--- src/rtl/jtframe_rst_seq.sv ---
`default_nettype none
// +--------------------------------------------------------------------------+
// | Module   : jtframe_rst_seq                                               |
// | Purpose  : PLL-lock / button / SDRAM-init reset sequencer driving the    |
// |            clock block's game_rst. JTFRAME_RSTSEQ_DEBOUNCE_EN enables    |
// |            the btn_rst debouncer.                                        |
// | Revision : 1.0 - initial release                                         |
// +--------------------------------------------------------------------------+
module jtframe_rst_seq #(
    parameter int LOCK_WAIT = 1024,
    parameter int HOLD      = 4096,
    parameter int DEB       = 65536
)(
    input  logic clk,
    input  logic rst_n,
    input  logic pll_locked,
    input  logic btn_rst,
    input  logic sdram_init_done,
    output logic sdram_init,
    output logic game_rst,
    output logic ready
);
    localparam int c_max = (LOCK_WAIT > HOLD) ? LOCK_WAIT : HOLD;
    localparam int c_cw  = $clog2(c_max) + 1;
    localparam logic [c_cw-1:0] c_lock_end = c_cw'(LOCK_WAIT - 1);
    localparam logic [c_cw-1:0] c_hold_end = c_cw'(HOLD - 1);

    typedef enum logic [1:0] {
        S_WAIT_LOCK = 2'd0,
        S_INIT      = 2'd1,
        S_HOLD      = 2'd2,
        S_RUN       = 2'd3
    } state_t;

    state_t          r_state, w_state_nxt;
    logic [c_cw-1:0] r_cnt, w_cnt_nxt;
    logic [1:0]      r_lock_sync, r_btn_sync;
    logic            w_lock_s, w_btn_s, w_btn;
    logic            r_sdram_init, r_game_rst, r_ready;

    always_ff @(posedge clk or negedge rst_n) begin
        if (!rst_n) begin
            r_lock_sync <= 2'b00;
            r_btn_sync  <= 2'b00;
        end else begin
            r_lock_sync <= {r_lock_sync[0], pll_locked};
            r_btn_sync  <= {r_btn_sync[0], btn_rst};
        end
    end

    assign w_lock_s = r_lock_sync[1];
    assign w_btn_s  = r_btn_sync[1];

`ifdef JTFRAME_RSTSEQ_DEBOUNCE_EN
    localparam int c_dw = $clog2(DEB) + 1;
    localparam logic [c_dw-1:0] c_deb_end = c_dw'(DEB - 1);

    logic [c_dw-1:0] r_deb_cnt;
    logic            r_btn_deb;

    // The debounced level flips once btn_s has disagreed with it for DEB cycles in a row.
    always_ff @(posedge clk or negedge rst_n) begin
        if (!rst_n) begin
            r_deb_cnt <= '0;
            r_btn_deb <= 1'b0;
        end else if (w_btn_s != r_btn_deb) begin
            if (r_deb_cnt == c_deb_end) begin
                r_deb_cnt <= '0;
                r_btn_deb <= w_btn_s;
            end else begin
                r_deb_cnt <= r_deb_cnt + 1'b1;
            end
        end else begin
            r_deb_cnt <= '0;
        end
    end

    assign w_btn = r_btn_deb;
`else
    // DEB has no effect in this build; the term below is constant true.
    assign w_btn = w_btn_s && (DEB >= 0);
`endif

    always_ff @(posedge clk or negedge rst_n) begin
        if (!rst_n) begin
            r_state      <= S_WAIT_LOCK;
            r_cnt        <= '0;
            r_sdram_init <= 1'b0;
            r_game_rst   <= 1'b1;
            r_ready      <= 1'b0;
        end else begin
            r_state      <= w_state_nxt;
            r_cnt        <= w_cnt_nxt;
            r_sdram_init <= (w_state_nxt == S_INIT);
            r_game_rst   <= (w_state_nxt != S_RUN);
            r_ready      <= (w_state_nxt == S_RUN);
        end
    end

    // Lock loss outranks everything and is the only way back to SDRAM init.
    always_comb begin
        w_state_nxt = r_state;
        w_cnt_nxt   = r_cnt;
        if (r_state != S_WAIT_LOCK && !w_lock_s) begin
            w_state_nxt = S_WAIT_LOCK;
            w_cnt_nxt   = '0;
        end else begin
            case (r_state)
                S_WAIT_LOCK: begin
                    if (!w_lock_s) begin
                        w_cnt_nxt = '0;
                    end else if (r_cnt == c_lock_end) begin
                        w_state_nxt = S_INIT;
                        w_cnt_nxt   = '0;
                    end else begin
                        w_cnt_nxt = r_cnt + 1'b1;
                    end
                end
                S_INIT: begin
                    if (sdram_init_done) begin
                        w_state_nxt = S_HOLD;
                        w_cnt_nxt   = '0;
                    end
                end
                S_HOLD: begin
                    if (w_btn) begin
                        w_cnt_nxt = '0;
                    end else if (r_cnt == c_hold_end) begin
                        w_state_nxt = S_RUN;
                        w_cnt_nxt   = '0;
                    end else begin
                        w_cnt_nxt = r_cnt + 1'b1;
                    end
                end
                S_RUN: begin
                    if (w_btn) begin
                        w_state_nxt = S_HOLD;
                        w_cnt_nxt   = '0;
                    end
                end
                default: begin
                    w_state_nxt = S_WAIT_LOCK;
                    w_cnt_nxt   = '0;
                end
            endcase
        end
    end

    assign sdram_init = r_sdram_init;
    assign game_rst   = r_game_rst;
    assign ready      = r_ready;

endmodule
`default_nettype wire

--- config.mk ---
export PLATFORM = sky130hd
export DESIGN_NAME = jtframe_rst_seq
export DESIGN_NICKNAME = d
export VERILOG_FILES = /design/src/rtl/jtframe_rst_seq.sv
export SDC_FILE = /design/constraint.sdc
export NUM_CORES = 1
export LEC_CHECK = 0
export CAP_MARGIN = 10
export CORE_MARGIN = 3
export CORE_UTILIZATION = 56
export DETAILED_ROUTE_END_ITERATION = 7
export GPL_ROUTABILITY_DRIVEN = 1
export PLACE_DENSITY = 0.76
export SYNTH_ARGS = -nofsm -noshare
export SYNTH_HDL_FRONTEND = slang
export SYNTH_SLANG_ARGS = --single-unit
--- constraint.sdc ---
create_clock -name clk -period 2.4 [get_ports clk]
set_clock_uncertainty 0.1 [all_clocks]
set_input_delay 0.48 -clock clk [delete_from_list [all_inputs] [get_ports clk]]
set_output_delay 0.48 -clock clk [all_outputs]
set_load 0.01 [all_outputs]
* Word level (Yosys, flattened, before mapping)
Index checks and enable logic that the tools add are counted.
** Operators by class
- Eq/ne operators :: 10
- Mux-type cells :: 16
- Reduce and logical (&&, ||, !) cells :: 5
- Add/subtract/negate cells :: 1
** Operators by type and width (count)
- two-way mux 13 bit :: 7
- one-hot mux 13 bit (4 select lines) :: 1
- two-way mux 2 bit :: 7
- adder 13 x 1 -> 13 bit, second input constant :: 1
- == test 13 x 10 -> 1 bit, second input constant :: 1
- == test 13 x 12 -> 1 bit, second input constant :: 1
- one-hot mux 2 bit (4 select lines) :: 1
- == test 2 bit, second input constant :: 3
- != test 3 bit, second input constant :: 2
- == test 2 x 1 -> 1 bit, second input constant :: 2
- logical NOT 2 bit :: 1
- != test 2 bit, second input constant :: 1
- AND reduction 2 bit :: 1
- nonzero test 2 bit :: 1
- logical AND 1 bit :: 1
- logical NOT 1 bit :: 1
** Word-level totals
- Register bits :: 22
- Logic and storage cells :: 39
- Output and inout bits :: 3

* Depth between registers and ports, before layout
Gate-level depths: netlist (run 1).
- Word-level depth :: 6
- Mapped depth :: 7
- Gate-level depth less buffers :: 6

* Worst setup path after synthesis (run 1)
No wires, ideal clock.
- Path kind :: reg-to-reg
- Start point :: register r_cnt[0]
- End point :: register r_cnt[12]
- Setup time :: 0.077 ns
- Arrival time :: 1.595 ns
- Clock period less this slack :: 1.772 ns
- Stages on the path, launching flop included :: 8
- Slack :: 0.628 ns
- Data required time :: 2.223 ns
- Cell sequence :: dfrtp_1 -> ha_1 -> nand3_2 -> nor4_4 -> nor4b_2 -> buf_6 -> a21oi_1 -> a21oi_1
** Between the ends
- Longest elaborated chain between the ends :: 5
- Elaborated cells on any way between the ends :: 9
** RTL lines
- start: declaration :: line 36 : logic [c_cw-1:0] r_cnt, w_cnt_nxt;
- start signal: assignment :: line 93 : r_cnt <= w_cnt_nxt;
- adder 13 x 1 -> 13 bit (tied with other cells) :: line 116, 132
- two-way mux 13 bit, on equally long branches :: line 128, 112
- two-way mux 13 bit, on equally long branches :: line 126, 110
- one-hot mux 13 bit (4 select lines) (*) :: line 108 : case (r_state)
- two-way mux 13 bit (*) :: line 104 : if (r_state != S_WAIT_LOCK && !w_lock_s) begin
Mark *: on every way between the ends. The rest lies on a longest branch, timed or not.
A chain may end at the register's enable or synchronous reset.

* Worst setup path in the final report (run 1)
- Start point :: register r_cnt[0]
- End point :: register r_cnt[6]
Same word-level chain as after synthesis.

==> flow_summary_export.csv, run 1 <==
group,metric,value,unit
routing,drc,0,
synth,synth_cells,120,
job,drv_cap,0,
critical_path,cp_cell_sequence,"ha_1, nand3_2, nor4_4, nor4b_2, buf_4, a2bb2oi_1, a21o_1",
cts,ctsHoldBuffers,0,
cts,clock-root-buffer,"clkbuf_4",
cells_and_area,drive_gt1_frac,0.123,
routing,firstDrtPassIters,4,
critical_path,worst_setup_path_end_kind,"flop",
critical_path,crit_slowest_cell,"dfrtp_1",
cts,cts.sinks,22,
routing,ant_nets,0,
synth,synth_area,1150,µm²
sta,relSlewSlack,0.689,
cts,cts-resized-gates,0,
sta,tightest_slew,0.462,ns
critical_path,worstPathRequired,2.55,ns
pwr,p_leak,0.567,nW
sta,finalCritPeriodShare,0.851,
synth,ys_seq_area_frac,0.481,
synth,synth-seq-cells,22,
floorplan,floorplan.rows,15,
global_route,grt_usage,0.194,
global_route,overflow,0,
cts,cts.path.max_buffers,2,
critical_path,cp.arrival,2.19,ns
sta,setup_viol,0,
critical_path,critPathMaxStageDelay,0.43,ns
placement,placed_area,1250,µm²
floorplan,start_util,0.630,
floorplan,io_pins,8,
cells_and_area,seqCellArea,552,µm²
synth,synth_warnings,0,
sta,min_period,2.04,ns
cts,cts_tree,"yes",
hold_path,hold_path_class,"reg2reg",
critical_path,critPathKind,"reg2reg",
critical_path,path_buf_inv,1,
global_route,grt_antenna_before_repair,0,
routing,routed_wl,2150,µm
cts,postCtsSetupBuffers,0,
cells_and_area,num-fill-cells,142,
pwr,p_per_area,528,nW/µm²
routing,initialDrtViolationCount,38,
sta,fmax,0.490,GHz
placement,place_ws,0.413,ns
cts,cts_buffers,3,
cells_and_area,fin_nets,137,
critical_path,cp_max_fo,11,
synth,ys_top_cells_by_area,"dfrtp_1 (46%), nand2_1 (7.5%), nor4_4 (3.7%), nor2_1 (2.9%), o22ai_1 (2.7%)",
sta,rsz0062_at_grt,"false",
pwr,power.total,0.677,mW
critical_path,cp_top_family,"simple AND/OR/NAND/NOR gates",
cells_and_area,diodes,0,
cts,htreeDepth,1,
sta,final_hold_viol_count,0,
cts,clk_pin_slew,0.11,ns
synth,yosys.area.top_type,"dfrtp_1",
placement,portBuffers,7,
synth,synth_cell_types,38,
sta,worst_slack,0.357,ns
cells_and_area,multi_input_area,553,µm²
floorplan,core,1820,µm²
cts,clk_latency,0.30,ns
critical_path,cp-start-kind,"flop",
synth,synth.top_cell.area_share,0.459,
synth,syn_nets,126,
global_route,grt_pass1_vias,888,
synth,synth.avg_cell_area,9.55,µm²
routing,dr_total_vias,911,
sta,fin_tns_setup,0,ns
routing,post_drt_wl_per_cell,13.9,µm
outcome,status,"finished clean",
cells_and_area,mostFrequentLayoutCell,"nand2_1",
global_route,grt_pass1_wl,3790,µm
placement,gp_congestion,0.868,
cells_and_area,stdcell_area,1280,µm²
cells_and_area,layout_common_cells,"nand2_1 (23), dfrtp_1 (21), nor2_1 (9)",
placement,hpwlAfterDp,1630,µm
global_route,grt_max_degree,23,
cells_and_area,syn_to_final_growth,12.0,%
pwr,vdd_drop_max,550,µV
floorplan,die_w,51.2,µm
floorplan,fp.dieH,51.2,µm
routing,via_per_inst,5.88,
floorplan,dieArea,2630,µm²
sta,drv_slew,0,
cell usage after synthesis:
cell type	number
o221ai_1	1
a21o_1	1
nor2_1	9
nor4_4	2
nor2b_1	4
o31ai_1	1
a2bb2oi_1	1
nor3_1	4
o211ai_1	3
nand3_2	1
nand4_1	1
nand4_4	1
a21oi_1	4
o21ai_0	4
xnor2_1	1
nand3_1	3
o22ai_1	5
nor4_2	1
and2_1	3
nand2b_1	1
o21ai_1	4
nand2_1	23
buf_6	1
or3b_2	1
and3_1	1
clkbuf_1	1
and4_1	1
o21a_1	1
inv_1	3
nor4_1	2
or3_1	3
mux2i_1	1
nor4b_2	1
dfrtp_1	21
dfstp_2	1
clkbuf_2	1
buf_2	2
ha_1	1
where the power goes:
part	switching (mW)	total, mW	internal [mW]
logic	0.0325	0.0632	0.0307
clock network	0.102	0.195	0.0925
registers	0.0258	0.420	0.394
per-layer routing:
metal,vias to the layer above,part of all wire,global-route usage
li1,450,-,-
met4,0,0.013,0.0480
met1,430,0.46,0.252
met2,26,0.46,0.315
met3,5,0.062,0.0612
met5,-,0,0
per-stage QoR:
step	hold WS (ns)	cells	util
after CTS	0.268	155	0.705
after detailed placement	0.243	151	0.685
after global routing	0.277	155	0.705
after global placement	0.238	151	0.685
final	0.264	155	0.705
after floorplan	0.0844	120	-
cell families after synthesis:
logic type                 synth area share
and+or+nand+nor                       0.321
AOI/OAI and AO/OA                     0.134
DFF                                   0.481
buffers and inverters                0.0360
xor gates and xnor gates            0.00764
muxes                               0.00873
adders and majority gates            0.0109
path summary, 6_finish.rpt:
path                          startpoint             to  slack (ns)  cells after the start
setup / recovery                r_cnt[0]       r_cnt[6]        0.36                      7
hold / removal             r_btn_sync[0]  r_btn_sync[1]        0.26                      0
setup reg to reg                r_cnt[0]       r_cnt[6]        0.36                      7
hold reg to reg            r_btn_sync[0]  r_btn_sync[1]        0.26                      0
max in group asynchronous          rst_n       game_rst        1.52                      2
min in group asynchronous          rst_n       r_cnt[9]        0.41                      2
area by class of cell:
cell class              instances  share of cell area
multi-input cells              90               0.431
flip-flops and latches         22               0.430
inverters                       3             0.00877
well taps                      25              0.0244
repair buffers                 11              0.0780
clock buffers                   4              0.0283
sequential cells by signal, indices dropped and copies added, names as in the netlist:
signal / count
r_btn_sync: 2
r_lock_sync: 2
r_cnt: 13
sdram_init: 1
r_state: 2
game_rst: 1
ready: 1
No activity file was read; power rests on OpenSTA's default activity.
==> inputs of run 2 (changes only) <==
CORE_MARGIN = default   (was 3)
CTS_CLUSTER_SIZE = 8   (was default)
MAX_ROUTING_LAYER = met4   (was default)
==> flow_summary_export.csv, run 2 (synthesis gave the netlist of run 1 again) <==
group,metric,value,unit
outcome,status,"finished clean",
sta,final_hold_viol_count,0,
cts,htreeDepth,1,
global_route,overflow,0,
pwr,power.total,0.771,mW
routing,routed-wl-met3,121,µm
job,drv_cap,0,
routing,routed_wl,2320,µm
critical_path,r2r-start,"r_cnt[0]",
routing,top_layer,"met4",
cts,cts-resized-gates,0,
floorplan,start_util,0.590,
cts,cts_buffers,3,
global_route,grt_usage,0.250,
cells_and_area,largest-register,"r_cnt",
routing,wl_met1,977,µm
sta,rsz0062_at_grt,"false",
cells_and_area,layout_common_cells,"nand2_1 (23), dfrtp_1 (21), nor2_1 (9)",
cells_and_area,fin_nets,137,
cts,ctsHoldBuffers,0,
critical_path,cp_max_fo,10,
cts,postCtsSetupBuffers,0,
routing,ant_nets,0,
cts,clk_pin_slew,0.12,ns
floorplan,io_pins,8,
critical_path,startpoint,"r_cnt[0]",
critical_path,worst_r2r_path_depth,6,
critical_path,critPathKind,"reg2reg",
sta,fin_tns_setup,0,ns
critical_path,r2r_end,"r_cnt[11]",
sta,drv_slew,0,
floorplan,dieArea,2230,µm²
sta,fmax,0.484,GHz
cts,cts.sinks,22,
critical_path,endpoint,"r_cnt[11]",
sta,setup_viol,0,
routing,via_per_inst,5.97,
critical_path,reg2reg_slack,0.33,ns
cells_and_area,mostFrequentLayoutCell,"nand2_1",
critical_path,worst_setup_path_end_kind,"flop",
cts,cts_tree,"yes",
cells_and_area,syn_to_final_growth,13.6,%
cells_and_area,diodes,0,
placement,portBuffers,7,
routing,dr_total_vias,937,
cells_and_area,final_util,0.671,
floorplan,core,1940,µm²
sta,relSlewSlack,0.700,
global_route,grt_pass1_vias,818,
pwr,p_leak,0.574,nW
cells_and_area,drive_gt1_frac,0.123,
global_route,grt_max_degree,15,
hold_path,hold_path_class,"reg2reg",
pwr,p_per_area,592,nW/µm²
routing,route.met2.wl,1200,µm
cts,clock-root-buffer,"clkbuf_4",
critical_path,cp-start-kind,"flop",
cts,clk_latency,0.31,ns
sta,min_period,2.07,ns
routing,initialDrtViolationCount,22,
placement,hpwlAfterDp,1700,µm
global_route,grt_antenna_before_repair,0,
routing,drc,0,
placement,gp_congestion,0.828,
routing,post_drt_wl_per_cell,14.8,µm
cts,cts.path.max_buffers,2,
floorplan,floorplan.rows,16,
routing,firstDrtPassIters,4,
pwr,vdd_drop_max,381,µV
floorplan,fp.dieH,47.2,µm
floorplan,die_w,47.2,µm
sta,tightest_slew,0.449,ns
sta,finalCritPeriodShare,0.861,
critical_path,cp.arrival,2.14,ns
critical_path,worstPathRequired,2.47,ns
global_route,grt_pass1_wl,3670,µm
cells_and_area,largest_reg_flops,13,
==> run 2: cell types whose count changed in the layout (fill, tap and decap cells not counted) <==
| cell | change |
|---|---|
| bufinv_16 | +1 |
| clkbuf_8 | -1 |
==> run 2: critical path: stages, from the launching register on <==
cell and delay [ns]:
dfrtp_1 0.42, ha_1 0.23, nand3_2 0.23, nor4_4 0.31
nor4b_2 0.09, nor2_1 0.38, o22ai_1 0.17
==> run 2: worst min path at each step <==
stage	start	endpoint	slack [ns]	depth (start not counted)
after floorplan	rst_n	r_btn_sync[0]	0.08	0
after global placement	r_lock_sync[0]	r_lock_sync[1]	0.24	0
after detailed placement	r_lock_sync[0]	r_lock_sync[1]	0.24	0
after CTS	r_lock_sync[0]	r_lock_sync[1]	0.27	0
after global routing	r_lock_sync[0]	r_lock_sync[1]	0.28	0
final	r_lock_sync[0]	r_lock_sync[1]	0.26	0
==> run 2: routing by layer <==
layer  track usage  up-vias
li1              -      450
met1         0.311      463
met2         0.386       22
met3        0.0423        2
met4         0.131        0
met5             -        -
==> run 2: metrics by stage <==
| step | hold WS (ns) | instances | worst slack, ns | cell area (µm²) |
|---|---|---|---|---|
| 4_1_cts | 0.271 | 157 | 0.359 | 1300 |
| 5_1_grt | 0.283 | 157 | 0.172 | 1300 |
| 2_1_floorplan | 0.0844 | 120 | 0.628 | 1150 |
| 3_5_place_dp | 0.242 | 153 | 0.384 | 1250 |
| 3_3_place_gp | 0.236 | 153 | 0.413 | 1250 |
| 6_report | 0.264 | 157 | 0.334 | 1300 |
==> run 2: where the power goes <==
| part | internal [mW] | switching, mW |
|---|---|---|
| sequential | 0.394 | 0.0266 |
| clock | 0.169 | 0.114 |
| combinational | 0.0317 | 0.0360 |
==> run 2: cell type report <==
type	count	area, µm²
Inverter	3	11.3
Multi-Input combinational cell	90	553
Fill cell	155	639
Clock inverter	1	30.0
Sequential cell	22	552
Tap cell	27	33.8
Timing Repair Buffer	11	100
Clock buffer	3	22.5
==> inputs of run 3 (changes only) <==
SKIP_CTS_REPAIR_TIMING = 1   (was default)
==> results of run 3 <==
No change in the layout: final DEF, timing and power equal those of run 2.
